==> config.mk <==
export PLATFORM = sky130hd
export DESIGN_NAME = mioc_od_rx
export DESIGN_NICKNAME = d
export VERILOG_FILES = /design/src/rtl/mioc_od_pkg.sv /design/src/rtl/mioc_od_filt.sv /design/src/rtl/mioc_od_rx.sv
export SDC_FILE = /design/constraint.sdc
export NUM_CORES = 1
export LEC_CHECK = 0
export ABC_AREA = 1
export CAP_MARGIN = 20
export CORE_ASPECT_RATIO = 1.1
export CORE_UTILIZATION = 56
export CTS_CLUSTER_DIAMETER = 120
export CTS_CLUSTER_SIZE = 20
export DETAILED_ROUTE_END_ITERATION = 7
export HOLD_SLACK_MARGIN = 0.03
export PLACE_DENSITY = 0.86
export REMOVE_ABC_BUFFERS = 1
export SYNTH_ARGS = -nofsm -noshare
export SYNTH_HDL_FRONTEND = slang
export SYNTH_SLANG_ARGS = --single-unit
==> constraint.sdc <==
create_clock -name clk -period 3.6 [get_ports clk]
set_input_delay 0.72 -clock clk [delete_from_list [all_inputs] [get_ports clk]]
set_output_delay 0.72 -clock clk [all_outputs]
set_load 0.02 [all_outputs]
==> src/rtl/mioc_od_pkg.sv <==
// Shared types and default parameters for the mioc open-drain receiver.
package mioc_od_pkg;

    // Default glitch-filter length, in consecutive samples
    localparam int unsigned FILT_LEN_DEF = 3;
    // Default pulse-width counter width
    localparam int unsigned CNT_W_DEF    = 8;
    // Filter run counter width; wide enough for the largest legal FILT_LEN
    localparam int unsigned FILT_CNT_W   = 4;

    // Measurement FSM: waiting for a fall, or timing a low pulse
    typedef enum logic {
        IDLE = 1'b0,
        LOW  = 1'b1
    } rx_state_e;

endpackage : mioc_od_pkg

==> src/rtl/mioc_od_filt.sv <==
// Synchronizer, run-length glitch filter and edge strobes for the wired line.
module mioc_od_filt
    import mioc_od_pkg::*;
#(
    parameter int unsigned FILT_LEN = FILT_LEN_DEF
) (
    input  logic clk,
    input  logic rst_n,
    input  logic line_in,
    output logic filt_out,
    output logic fall_pulse,
    output logic rise_pulse,
    output logic fall_c,
    output logic rise_c
);

    logic                  sync1_q;
    logic                  sync2_q;
    logic                  filt_q;
    logic                  filt_d;
    logic                  fall_q;
    logic                  rise_q;
    logic [FILT_CNT_W-1:0] filt_cnt_q;
    logic [FILT_CNT_W-1:0] filt_cnt_d;
    logic                  mismatch_c;
    logic                  flip_c;

    // Two-flop synchronizer; idles high like the pulled-up line
    always_ff @(posedge clk or negedge rst_n) begin
        if (!rst_n) begin
            sync1_q <= 1'b1;
            sync2_q <= 1'b1;
        end else begin
            sync1_q <= line_in;
            sync2_q <= sync1_q;
        end
    end

    // Flip the filtered level on the FILT_LEN-th consecutive disagreeing sample
    always_comb begin
        mismatch_c = (sync2_q != filt_q);
        flip_c     = mismatch_c && (filt_cnt_q == FILT_CNT_W'(FILT_LEN - 1));
        filt_d     = filt_q;
        filt_cnt_d = filt_cnt_q;
        if (!mismatch_c || flip_c) begin
            filt_cnt_d = '0;
        end else begin
            filt_cnt_d = filt_cnt_q + FILT_CNT_W'(1);
        end
        if (flip_c) begin
            filt_d = ~filt_q;
        end
        fall_c = flip_c && filt_q;
        rise_c = flip_c && !filt_q;
    end

    // Filter state and strobes, registered together so strobes align with the new level
    always_ff @(posedge clk or negedge rst_n) begin
        if (!rst_n) begin
            filt_q     <= 1'b1;
            filt_cnt_q <= '0;
            fall_q     <= 1'b0;
            rise_q     <= 1'b0;
        end else begin
            filt_q     <= filt_d;
            filt_cnt_q <= filt_cnt_d;
            fall_q     <= fall_c;
            rise_q     <= rise_c;
        end
    end

    assign filt_out   = filt_q;
    assign fall_pulse = fall_q;
    assign rise_pulse = rise_q;

endmodule : mioc_od_filt

==> src/rtl/mioc_od_rx.sv <==
// Open-drain line receiver: filtered edges plus low-pulse width measurement
// delivered on a valid/ready interface with sticky overrun.
module mioc_od_rx
    import mioc_od_pkg::*;
#(
    parameter int unsigned FILT_LEN = FILT_LEN_DEF,
    parameter int unsigned CNT_W    = CNT_W_DEF
) (
    input  logic             clk,
    input  logic             rst_n,
    input  logic             line_in,
    output logic             filt_out,
    output logic             fall_pulse,
    output logic             rise_pulse,
    output logic [CNT_W-1:0] width,
    output logic             width_sat,
    output logic             width_valid,
    input  logic             width_ready,
    output logic             overrun,
    input  logic             ovr_clr
);

    localparam logic [CNT_W-1:0] CNT_MAX = '1;

    rx_state_e        state_q;
    logic [CNT_W-1:0] cnt_q;
    logic             sat_q;
    logic             fall_c;
    logic             rise_c;
    logic             produce_c;

    logic [CNT_W-1:0] width_q;
    logic [CNT_W-1:0] width_d;
    logic             width_sat_q;
    logic             width_sat_d;
    logic             valid_q;
    logic             valid_d;
    logic             ovr_q;
    logic             ovr_d;

    mioc_od_filt #(
        .FILT_LEN (FILT_LEN)
    ) u_filt (
        .clk        (clk),
        .rst_n      (rst_n),
        .line_in    (line_in),
        .filt_out   (filt_out),
        .fall_pulse (fall_pulse),
        .rise_pulse (rise_pulse),
        .fall_c     (fall_c),
        .rise_c     (rise_c)
    );

    // Measurement FSM: count filtered-low cycles from the fall to the rise, saturating
    always_ff @(posedge clk or negedge rst_n) begin
        if (!rst_n) begin
            state_q <= IDLE;
            cnt_q   <= '0;
            sat_q   <= 1'b0;
        end else begin
            case (state_q)
                IDLE: begin
                    if (fall_c) begin
                        state_q <= LOW;
                        cnt_q   <= CNT_W'(1);
                        sat_q   <= 1'b0;
                    end
                end
                LOW: begin
                    if (rise_c) begin
                        state_q <= IDLE;
                    end else if (cnt_q == CNT_MAX) begin
                        sat_q <= 1'b1;
                    end else begin
                        cnt_q <= cnt_q + CNT_W'(1);
                    end
                end
                default: begin
                    state_q <= IDLE;
                end
            endcase
        end
    end

    // A result is produced on the edge that ends a timed low pulse
    assign produce_c = (state_q == LOW) && rise_c;

    // Result/handshake next state: load when the slot is free or being drained, else drop
    always_comb begin
        width_d     = width_q;
        width_sat_d = width_sat_q;
        valid_d     = valid_q;
        ovr_d       = ovr_q;
        if (produce_c && (!valid_q || width_ready)) begin
            width_d     = cnt_q;
            width_sat_d = sat_q;
            valid_d     = 1'b1;
        end else if (valid_q && width_ready) begin
            valid_d = 1'b0;
        end
        if (produce_c && valid_q && !width_ready) begin
            ovr_d = 1'b1;
        end else if (ovr_clr) begin
            ovr_d = 1'b0;
        end
    end

    // Result and status registers
    always_ff @(posedge clk or negedge rst_n) begin
        if (!rst_n) begin
            width_q     <= '0;
            width_sat_q <= 1'b0;
            valid_q     <= 1'b0;
            ovr_q       <= 1'b0;
        end else begin
            width_q     <= width_d;
            width_sat_q <= width_sat_d;
            valid_q     <= valid_d;
            ovr_q       <= ovr_d;
        end
    end

    assign width       = width_q;
    assign width_sat   = width_sat_q;
    assign width_valid = valid_q;
    assign overrun     = ovr_q;

endmodule : mioc_od_rx

After elaboration in Yosys (flattened, before gate mapping)
Cells that the tools add are included.

storage, ports and cells
  register bits after elaboration = 30
  input bits = 5
  output and inout port bits = 14
  word-level logic and storage cells = 58

cells by class
  $add $sub $neg = 2
  equality and inequality tests = 7
  multiplexer cells = 16
  bitwise gates (word level) = 2
  reduce and logical (&&, ||, !) cells = 18

operator list
  cell                 number
  $mux 8               3
  $pmux 8 s2           1
  $mux 1               9
  $add 8x1->8 const B  1
  $eq 8x8->1 const B   1
  $logic_and 1x1->1    8
  $reduce_and 3->1     2
  $add 4x1->4 const B  1
  $eq 4x2->1 const B   1
  $logic_not 1->1      4
  $mux 4               1
  $ne 2x1->1 const B   2
  $ne 2x2->1 const B   2
  $pmux 1 s2           2
  $reduce_bool 2->1    2
  $logic_or 1x1->1     2
  $not 1->1            2
  $ne 1x1->1           1

Depth between registers and ports, before layout
Gate-level depths: netlist of the first run.

  depth after elaboration = 7
  depth in mapped cells = 10
  depth with buffers taken out = 9

By module
A second synthesis of the first run with hierarchy kept.

unflattened totals
  cell total of the unflattened synthesis = 151
  area, all modules = 1371.3 µm²

by module, submodules not included
  module        times used  cells each  area an instance (µm²)  sequential area each (µm²)
  mioc_od_rx    1           117         1001.0                  525.5
  mioc_od_filt  1           34          370.4                   229.0

Least setup slack after synthesis of the first run
No wires, ideal clock.

  path type = input -> register
  start point = in width_ready
  end point = reg width_q[6], in the netlist width[6]
  library setup time = 0.118 ns
  data arrival time = 1.229 ns
  required time = 3.482 ns
  setup slack = 2.253 ns
  stages on the path = 6
  buffers on the path = 1
  cell sequence = nor2_1 -> inv_1 -> nand2_4 -> buf_6 -> nand2_1 -> o21ai_2

between the ends
  longest elaborated chain between the ends = 2

ends and longest elaborated chain
  what                  line               text
  from (decl)           mioc_od_rx.sv:18   input logic width_ready,
  $logic_or 1x1->1      mioc_od_rx.sv:94   if (produce_c && (!valid_q || width_ready)) begin
  $logic_and 1x1->1     mioc_od_rx.sv:94
  to (signal assigned)  mioc_od_rx.sv:116  width_q <= width_d;
  to (decl)             mioc_od_rx.sv:32   logic [CNT_W-1:0] width_q;

Every way passes these cells.
A chain may end at the register's enable or synchronous reset.

Worst setup path in the final report of the first run
  start point = reg u_filt.filt_q, in the netlist u_filt.filt_out
  end point = out filt_out

RTL lines
  what                    line                text
  from (decl)             mioc_od_filt.sv:19  logic filt_q;
  from (signal assigned)  mioc_od_filt.sv:65  filt_q <= filt_d;
  to (decl)               mioc_od_rx.sv:12    output logic filt_out,

No word-level cell between the ends.

==> results.md, run 1 <==
* Critical path class: register to output pin
* Non-filler cells, final at ~220
* Slowest stage cell, crit path: clkdlybuf4s50_1
* RSZ-0062 raised after global routing: no
* Fin. Hold Viols at 0
* Flop2flop setup slack at 2.14 ns
* # fillers at roughly 170
* Synth Area in Compound Gates at 0.0650
* Final setup violating endpoints at 0
* Status: completed
* Power per cell area at about 530 nW/µm²
* Mux cell area share after synthesis at 0
* Adder-cell share of the synthesized area at 0.0260
* Fmax at between 400 and 500 MHz
* Num CTS Buffers at 5
* Crit path time final at around 2.2 ns
* Worst setup endpoint: filt_out
* FP Rows at 18
* Sink Count at 30
* Initial antenna violation count at 0
* Stages on the worst setup path at 1
* Worst Path Max Fanout at 4
* CTS max path bufs at 2
* Slew Viols, Final at 0
* Worst setup EP type: output pin
* DR vias/cell at slightly above 5
* Post-Synthesis Cells at around 170
* Routed length per instance at 11.7 µm
* Synthesized flop and latch total at 30
* Residual DRC count at 0
* Global-route wire length before repair at about 4.7 mm
* Maximum vdd ir drop at between 0.4 and 0.5 mV
* Final net count at 200
* Register area share after synthesis at 0.523
* Worst Skew at about 0.0085 ns
* Iter 0 DRT Violations at 27
* Clk_lat worst skew at 0.31 ns
* Synth cell types at 25
* Simple-Gate Fraction of Synth Area at 0.318
* Cell family with most CP delay: buffers and inverters
* Vias after detailed routing at about 1100
* GRT Residual Overflow at 0
* Core box area at ~2300 µm²
* WP buf/inv at 1
* Global routing usage on met3 at 0.0523
* Root Buffer: clkbuf_4
* Top Usage Layer GRT: met2
* Met2 GRT Util at 0.356
* Slew @ Worst Pin at 0.473 ns
* Post-DP HPWL at 2.02 mm
* HP Class: register to register
* Setup TNS at 0 ns
* Yosys top cell by area: dfrtp_1
* Post-Synth XOR/XNOR Area at 0.0121
* Critical R2R Launch: cnt_q[1]$_DFFE_PN0P_
* Syn. warnings at 0
* Worst R2R Path Depth at 8
* Die area at 2780 µm²
* Worst Setup SP: u_filt.filt_out$_DFFE_PN1N_
* Largest family of logic cells by synthesized area: simple AND/OR/NAND/NOR gates
* Starting density of the core at 0.616
* Slowest cell delay on critical path at between 0.6 and 0.7 ns
* CTS tree: built
* Worst-path cell chain: clkdlybuf4s50_1
* Critical Path AT at around 1.5 ns
* PostCTS Resize Cnt at 0
* Fin crit share at 0.617
* Vias in the first global route at between 1000 and 1500
* N_diodes at 0
* ANT nets after route at 0
* Share of cells above drive strength 1 at 0.156
* Slew margin rel. at 0.681
* Fin util at 0.726
* Routability cong. at ~0.8
* Startpoint of the worst hold path: u_filt.sync1_q$_DFF_PN1_
* Synthesized area at about 1400 µm²
* PortBufs at 18
* DIE HEIGHT at ~55 µm
* Worst hold slack at between 0.3 and 0.4 ns
* Die X at a little over 50 µm
* Cell leakage power at ~0.80 nW
* Reg2reg end: cnt_q[6]$_DFFE_PN0P_
* Top cells by area, synth: dfrtp_1, nand2_1, dfstp_2
* Tot GR Track Use at 0.226
* Pin count of the biggest net entering global routing at 31
* Drt total wl at 2.60 mm
* Post-synthesis average cell area at around 8.6 µm²
* Area Overhead vs Synth at 18.0%
* IO Pins at 19
* Postcts setup bufs at 0
* Element type at the critical path start: register
* H-tree depth at 2
* CTS clk-pin slew, worst paths at ~0.080 ns
* Area share of the largest cell type after synthesis at 0.468
* First-pass DRT Iterations at 4
* Met1 Use GR at 0.291
* Required @ worst endpoint at ~2.9 ns
* DP Cell Count at ~220
* Post-CTS Hold Fix Bufs at 0
* Max Cap Viol at 0
cell type report:
type / count / area (µm²) / area share
Sequential cell: 30 / 754 / 0.443
Multi-Input combinational cell: 118 / 608 / 0.357
Timing Repair Buffer: 19 / 188 / 0.110
Inverter: 18 / 68.8 / 0.0404
Clock buffer: 7 / 45.0 / 0.0265
Tap cell: 30 / 37.5 / 0.0221
synth_stat cells:
cell,instances
o21ai_0,5
inv_1,15
inv_2,2
buf_6,1
nor3b_1,1
dfrtp_1,27
xnor2_1,1
nand2_4,2
o22ai_1,1
o21ai_2,6
nand3_4,1
nor2_1,15
dfstp_2,3
nand3b_1,1
nor2_4,2
nand3_1,13
xor2_1,1
ha_1,3
clkinv_2,1
nand4_1,1
a21oi_1,2
or2_2,1
nor2_2,2
nand2_1,56
nand2_2,4
per-stage QoR:
stage | setup WS (ns) | total power, W | area [µm²]
global route | 1.35 | 0.000960 | 1700
detailed placement | 1.71 | 0.000740 | 1660
finish | 1.38 | 0.000903 | 1700
floorplan | 2.28 | 0.000643 | 1430
CTS | 1.36 | 0.000911 | 1700
global placement | 1.72 | 0.000721 | 1660
cell usage in the layout (no fill, tap or decap), types with 3 or more instances in the layout:
| cell type | n |
|---|---|
| o21ai_0 | 5 |
| inv_1 | 15 |
| clkbuf_4 | 5 |
| o21ai_2 | 6 |
| nand3_1 | 13 |
| nor2_1 | 15 |
| ha_1 | 3 |
| dfstp_2 | 3 |
| nand2_1 | 56 |
| dfrtp_1 | 27 |
| nand2_2 | 4 |
| clkdlybuf4s50_1 | 18 |
metal layers:
metal	wire [µm]	vias to the layer above	share of wire
met5	0	-	0
met4	65	0	0.025
met3	113	7	0.044
met2	1260	34	0.49
met1	1150	514	0.44
li1	-	572	-
power by group:
| group | total (W) | switching (W) | internal (W) |
|---|---|---|---|
| sequential | 0.000458 | 0.0000604 | 0.000397 |
| combinational | 0.000275 | 0.000173 | 0.000102 |
| clock | 0.000170 | 0.0000968 | 0.0000735 |
| total | 0.000903 | 0.000330 | 0.000573 |
cell families (layout without fill, tap and decap cells):
family / Yosys count / in the layout
compound gates: 14 / 14
xor+xnor: 2 / 2
fa+ha+maj: 3 / 3
buf+inv: 19 / 44
flops: 30 / 30
simple gates: 99 / 99
worst min-delay path by stage:
stage                               end  slack, ns  cells after the start
4_1_cts        u_filt.sync2_q$_DFF_PN1_       0.36                      0
6_report       u_filt.sync2_q$_DFF_PN1_       0.36                      0
2_1_floorplan  u_filt.sync2_q$_DFF_PN1_       0.35                      0
3_5_place_dp   u_filt.sync2_q$_DFF_PN1_       0.35                      0
5_1_grt        u_filt.sync2_q$_DFF_PN1_       0.36                      0
3_3_place_gp   u_filt.sync2_q$_DFF_PN1_       0.35                      0
Power figures use the tool's default switching activity.
==> run 2: changes to the inputs <==
- CORE_UTILIZATION: 56 -> 48
- PLACE_DENSITY: 0.86 -> 0.79
- clock period: 3.6 -> 1.9 ns (I/O delays scaled with it)
==> run 2 against run 1 <==
Net effect:
- largest cell class unchanged
- non-clock buffer count unchanged
- sequential power increased by 89%
- highest routed layer unchanged
- global-route usage decreased by 2.8 points
- worst setup slack got worse by 1.2 ns
- total power increased by 130%
- first-iteration DRC count increased by 33%
- cell area increased by 4.0%
- clock-buffer cell count decreased by 1
- combinational power increased by 92%
==> results.md, run 2 (same netlist as run 1, synthesis figures left out) <==
* Root Buffer: clkbuf_4 (unchanged)
* Die X at 54.3 µm (was 50.4 µm)
* Commonest non-fill, non-tap cell in the layout: nand2_1 (unchanged)
* HP Class: register to register (unchanged)
* Residual DRC count at 0 (unchanged)
* Postcts setup bufs at 0 (unchanged)
* GRT Residual Overflow at 0 (unchanged)
* Global-route wire length before repair at 4.47 mm (was 4.74 mm)
* Required @ worst endpoint at 1.52 ns (was 2.88 ns)
* Num CTS Buffers at 5 (unchanged)
* Area Overhead vs Synth at 22.7% (was 18.0%)
* CTS tree: built (unchanged)
* Slew Viols, Final at 0 (unchanged)
* RSZ-0062 raised after global routing: no (unchanged)
* CTS clk-pin slew, worst paths at 0.10 ns (was 0.08 ns)
* Worst Setup SP: overrun$_DFFE_PN0P_ (was u_filt.filt_out$_DFFE_PN1N_)
* Worst-path cell chain: clkdlybuf4s50_1 (unchanged)
* Slowest cell delay on critical path at 0.61 ns (was 0.62 ns)
* Die area at 3230 µm² (was 2780 µm²)
* H-tree depth at 2 (unchanged)
* Initial antenna violation count at 0 (unchanged)
* Cell family with most CP delay: buffers and inverters (unchanged)
* Slew @ Worst Pin at 0.405 ns (was 0.473 ns)
* DIE HEIGHT at 59.5 µm (was 55.2 µm)
* Critical R2R Launch: u_filt.filt_cnt_q[0]$_DFF_PN0_ (was cnt_q[1]$_DFFE_PN0P_)
* Slowest stage cell, crit path: clkdlybuf4s50_1 (unchanged)
* Power per cell area at 1160 nW/µm² (was 530 nW/µm²)
* Fin crit share at 0.890
* Routability cong. at 0.856 (was 0.801)
* Worst R2R Path Depth at 8 (unchanged)
* IO Pins at 19 (unchanged)
* CTS max path bufs at 2 (unchanged)
* Pin count of the biggest net entering global routing at 31 (unchanged)
* Status: completed (unchanged)
* Worst setup EP type: output pin (unchanged)
* Final net count at 200 (unchanged)
* Routed length per instance at 11.6 µm (was 11.7 µm)
* Worst Skew at 0.0134 ns (was 0.00854 ns)
* Share of cells above drive strength 1 at 0.171 (was 0.156)
* Max Cap Viol at 0 (unchanged)
* Placed cell area at 1660 µm² (about the same)
* Worst Path Max Fanout at 2 (was 4)
* Cell leakage power at 0.832 nW (was 0.796 nW)
* First-pass DRT Iterations at 4 (unchanged)
* Worst hold slack at 0.360 ns (was 0.358 ns)
* Commonest non-fill, non-tap cells in the layout: nand2_1, dfrtp_1, clkdlybuf4s50_1 (unchanged)
* WHS Path Cells at 0 (unchanged)
* Slew margin rel. at 0.727 (was 0.681)
* Setup TNS at 0 ns (unchanged)
* FP Rows at 20 (was 18)
* Core box area at 2800 µm² (was 2340 µm²)
* Vias in the first global route at 1064 (was 1102)
* PortBufs at 18 (unchanged)
* Critical path class: register to output pin (unchanged)
* Drt total wl at 2.62 mm (was 2.60 mm)
* N_diodes at 0 (unchanged)
* Sink Count at 30 (unchanged)
* WP buf/inv at 1 (unchanged)
* Vias after detailed routing at 1162 (was 1127)
* Post-DP HPWL at 1.90 mm (was 2.02 mm)
* Maximum vdd ir drop at 1.10 mV (was 0.474 mV)
* Design Area, Final at 1770 µm² (was 1700 µm²)
* Reg2reg end: cnt_q[6]$_DFFE_PN0P_ (unchanged)
* Tot GR Track Use at 0.198 (was 0.226)
* Element type at the critical path start: register (unchanged)
* Clk_lat worst skew at 0.34 ns (was 0.31 ns)
* Iter 0 DRT Violations at 36 (was 27)
* Fin. Hold Viols at 0 (unchanged)
* Critical Path AT at 1.31 ns (was 1.50 ns)
* Fmax at 591 MHz
* Crit path time final at roughly 1.7 ns
* Hold EP: u_filt.sync2_q$_DFF_PN1_ (unchanged)
* DR vias/cell at 5.14 (was 5.08)
* ANT nets after route at 0 (unchanged)
* Startpoint of the worst hold path: u_filt.sync1_q$_DFF_PN1_ (unchanged)
* Starting density of the core at 0.515 (was 0.616)
* Final setup violating endpoints at 0 (unchanged)
* Flop2flop setup slack at 0.36 ns (was 2.14 ns)
-- run 2: cell count changes in the layout (fill, tap and decap cells not counted) --
cell,change
bufinv_16,+2
dlygate4sd2_1,+1
clkbuf_8,+1
clkbuf_1,-2
clkdlybuf4s50_1,-1
-- run 2: power breakdown --
part / leakage, nW / total, W / internal [W] / switching [W]
clock network: 0.0585 / 0.000670 / 0.000446 / 0.000224
registers: 0.401 / 0.000864 / 0.000752 / 0.000112
logic: 0.372 / 0.000529 / 0.000189 / 0.000340
total: 0.832 / 0.00206 / 0.00139 / 0.000676
-- run 2: worst max path at each step --
stage,to,cells past startpoint
after floorplan,cnt_q[5]$_DFFE_PN0P_,7
after global placement,filt_out,1
after detailed placement,filt_out,1
after CTS,overrun,1
after global routing,overrun,1
final,overrun,1
-- run 2: repair_timing --
item                                   4_1_cts  5_1_grt
endpoints found under the hold margin        0        0
resized for setup                            1        0
setup endpoints to repair                    1        0
hold buffers                                 0        0
-- run 2: layout make-up --
cell class	instances	area, µm²
clock buffers	6	51.3
multi-input cells	118	608
clock inverters	2	60.1
fillers	234	1030
inverters	18	68.8
flip-flops and latches	30	754
repair buffers	19	186
well taps	33	41.3
-- run 2: through the flow --
stage,total power (W),util,std cells,setup WS (ns)
floorplan,0.00122,-,166,0.590
global placement,0.00137,0.592,218,0.364
detailed placement,0.00141,0.592,218,0.354
CTS,0.00208,0.632,226,0.190
global route,0.00219,0.632,226,0.140
finish,0.00206,0.632,226,0.209
-- run 2: routing by layer --
metal / wire length [µm] / track usage / up-vias / share of wire
met4: 99 / 0.117 / 0 / 0.038
met3: 106 / 0.0564 / 13 / 0.040
li1: - / - / 577 / -
met5: 0 / 0 / - / 0
met1: 1050 / 0.214 / 541 / 0.40
met2: 1360 / 0.334 / 31 / 0.52
==> run 3: changes to the inputs <==
--- a/config.mk
+++ b/config.mk
@@ -9,10 +9,10 @@
 export CAP_MARGIN = 20
 export CORE_ASPECT_RATIO = 1.1
-export CORE_UTILIZATION = 48
+export CORE_UTILIZATION = 39
 export CTS_CLUSTER_DIAMETER = 120
 export CTS_CLUSTER_SIZE = 20
 export DETAILED_ROUTE_END_ITERATION = 7
 export HOLD_SLACK_MARGIN = 0.03
-export PLACE_DENSITY = 0.79
+export PLACE_DENSITY = 0.67
 export REMOVE_ABC_BUFFERS = 1
 export SYNTH_ARGS = -nofsm -noshare
==> constraint.sdc (replaced) <==
create_clock -name clk -period 1.9 [get_ports clk]
set_input_delay 0.38 -clock clk [delete_from_list [all_inputs] [get_ports clk]]
set_output_delay 0.38 -clock clk [all_outputs]
set_load 0.1 [all_outputs]
==> run 3 against run 2 <==
Net effect:
- core utilization decreased by 13 points
- final cell count increased by 6.6%
- combinational power increased by 39%
- via count decreased by 3.9%
- critical path type unchanged
==> results.md, run 3 (same netlist as run 1, synthesis figures left out) <==
* Worst Skew at 0.0183 ns (was 0.0134 ns)
* Clock power share at 0.196 (was 0.325)
* Combinational group share of total power at 0.367 (was 0.256)
* GRT Residual Overflow at 0 (unchanged)
* Area Overhead vs Synth at 19.0% (was 22.7%)
* Setup TNS at 0 ns (unchanged)
* WP buf/inv at 1 (unchanged)
* Slowest stage cell, crit path: dfstp_2 (was clkdlybuf4s50_1)
* Slew Viols, Final at 0 (unchanged)
* Final setup violating endpoints at 0 (unchanged)
* Worst setup EP type: output pin (unchanged)
* Drt total wl at 2.55 mm (was 2.62 mm)
* Critical path class: register to output pin (unchanged)
* Commonest non-fill, non-tap cell in the layout: nand2_1 (unchanged)
* Switching share of power at 0.432 (was 0.328)
* Status: completed (unchanged)
* Switching pwr at 0.000864 W (was 0.000676 W)
* Sink Count at 30 (unchanged)
* Fin crit share at 0.801 (was 0.890)
* Worst-path cell chain: buf_12 (was clkdlybuf4s50_1)
* ANT nets after route at 0 (unchanged)
* Routability cong. at 0.794 (was 0.856)
* Element type at the critical path start: register (unchanged)
* Slowest cell delay on critical path at 0.62 ns (was 0.61 ns)
* Share of cells above drive strength 1 at 0.238 (was 0.171)
* Post-CTS Hold Fix Bufs at 0 (unchanged)
* Maximum vdd ir drop at 0.425 mV (was 1.10 mV)
* Clk_lat worst skew at 0.33 ns (was 0.34 ns)
* Root Buffer: clkbuf_4 (unchanged)
* Slew margin rel. at 0.711 (was 0.727)
* Routed length per instance at 10.6 µm (was 11.6 µm)
* N_diodes at 0 (unchanged)
* Power per cell area at 1160 nW/µm² (about the same)
* DR vias/cell at 4.63 (was 5.14)
* Fin util at 0.499 (was 0.632)
* Crit path time final at 1.52 ns (was 1.69 ns)
* Post-DP HPWL at 1.87 mm (was 1.90 mm)
* Vias after detailed routing at 1117 (was 1162)
* PortBufs at 18 (unchanged)
* CTS max path bufs at 2 (unchanged)
* Die X at 60.0 µm (was 54.3 µm)
* Vias in the first global route at 1119 (was 1064)
* First-pass DRT Iterations at 4 (unchanged)
* Postcts setup bufs at 0 (unchanged)
* Initial antenna violation count at 0 (unchanged)
* Die area at 3950 µm² (was 3230 µm²)
* Residual DRC count at 0 (unchanged)
* Fin. Hold Viols at 0 (unchanged)
* IO Pins at 19 (unchanged)
* DIE HEIGHT at 65.8 µm (was 59.5 µm)
* Required @ worst endpoint at 1.52 ns (about the same)
* Pint at 0.00114 W (was 0.00139 W)
* Worst Path Max Fanout at 4 (was 2)
* HP Class: register to register (unchanged)
* Fmax at 657 MHz (was 591 MHz)
* CTS clk-pin slew, worst paths at 0.09 ns (was 0.10 ns)
* Placed cell area at 1660 µm² (about the same)
* Starting density of the core at 0.419 (was 0.515)
* PostCTS Resize Cnt at 0 (was 1)
* RSZ-0062 raised after global routing: no (unchanged)
* Cell leakage power at 0.838 nW (was 0.832 nW)
* Critical Path AT at 1.14 ns (was 1.31 ns)
* DP Cell Count at 233 (was 218)
* Final net count at 200 (unchanged)
* H-tree depth at 2 (unchanged)
* Tot GR Track Use at 0.166 (was 0.198)
* Max Cap Viol at 0 (unchanged)
* CTS tree: built (unchanged)
* Pin count of the biggest net entering global routing at 31 (unchanged)
* Cell family with most CP delay: flip-flops (was buffers and inverters)
* Global-route wire length before repair at 4.73 mm (was 4.47 mm)
* FP Rows at 22 (was 20)
* Commonest non-fill, non-tap cells in the layout: nand2_1, dfrtp_1, inv_1, nor2_1, buf_4 (was nand2_1, dfrtp_1, clkdlybuf4s50_1)
* Non-filler cells, final at 241 (was 226)
* Core box area at 3440 µm² (was 2800 µm²)
* Sequential power share at 0.436 (was 0.419)
* Design Area, Final at 1720 µm² (was 1770 µm²)
* Iter 0 DRT Violations at 55 (was 36)
* Slew @ Worst Pin at 0.429 ns (was 0.405 ns)
* Worst hold slack at 0.360 ns (about the same)
* Num CTS Buffers at 5 (unchanged)
-- run 3: layer usage --
| layer | global-route usage | share of wire |
|---|---|---|
| met5 | 0 | 0 |
| met4 | 0.0814 | 0.023 |
| met3 | 0.0626 | 0.049 |
| met2 | 0.285 | 0.50 |
| met1 | 0.174 | 0.43 |
-- run 3: area by class of cell --
| class | instances | area (µm²) |
|---|---|---|
| clock buffers | 7 | 55.1 |
| clock inverters | 1 | 5.00 |
| fillers | 334 | 1720 |
| inverters | 18 | 68.8 |
| multi-input cells | 118 | 608 |
| flip-flops and latches | 30 | 754 |
| well taps | 48 | 60.1 |
| repair buffers | 19 | 165 |
-- run 3: final timing paths --
check | from | endpoint | slack [ns] | depth (start not counted)
max reg2reg | cnt_q[1]$_DFFE_PN0P_ | cnt_q[6]$_DFFE_PN0P_ | 0.43 | 8
min in group asynchronous | rst_n | cnt_q[2]$_DFFE_PN0P_ | 0.41 | 2
max | u_filt.filt_out$_DFFE_PN1N_ | filt_out | 0.38 | 1
min reg2reg | u_filt.sync1_q$_DFF_PN1_ | u_filt.sync2_q$_DFF_PN1_ | 0.36 | 0
max in group asynchronous | rst_n | u_filt.sync1_q$_DFF_PN1_ | 1.17 | 2
min | u_filt.sync1_q$_DFF_PN1_ | u_filt.sync2_q$_DFF_PN1_ | 0.36 | 0
-- run 3: metrics by stage --
step,worst slack (ns),total power (W)
final,0.378,0.00200
after global routing,0.248,0.00214
after CTS,0.362,0.00202
after detailed placement,0.396,0.00162
after global placement,0.445,0.00161
after floorplan,0.283,0.00143
-- run 3: power by group through the flow --
stage               clock, W  combinational, W  sequential (W)
finish              0.000393          0.000734        0.000873
global route        0.000434          0.000814        0.000892
global placement           0          0.000729        0.000876
detailed placement         0          0.000740        0.000883
CTS                 0.000408          0.000742        0.000873
floorplan                  0          0.000321         0.00111
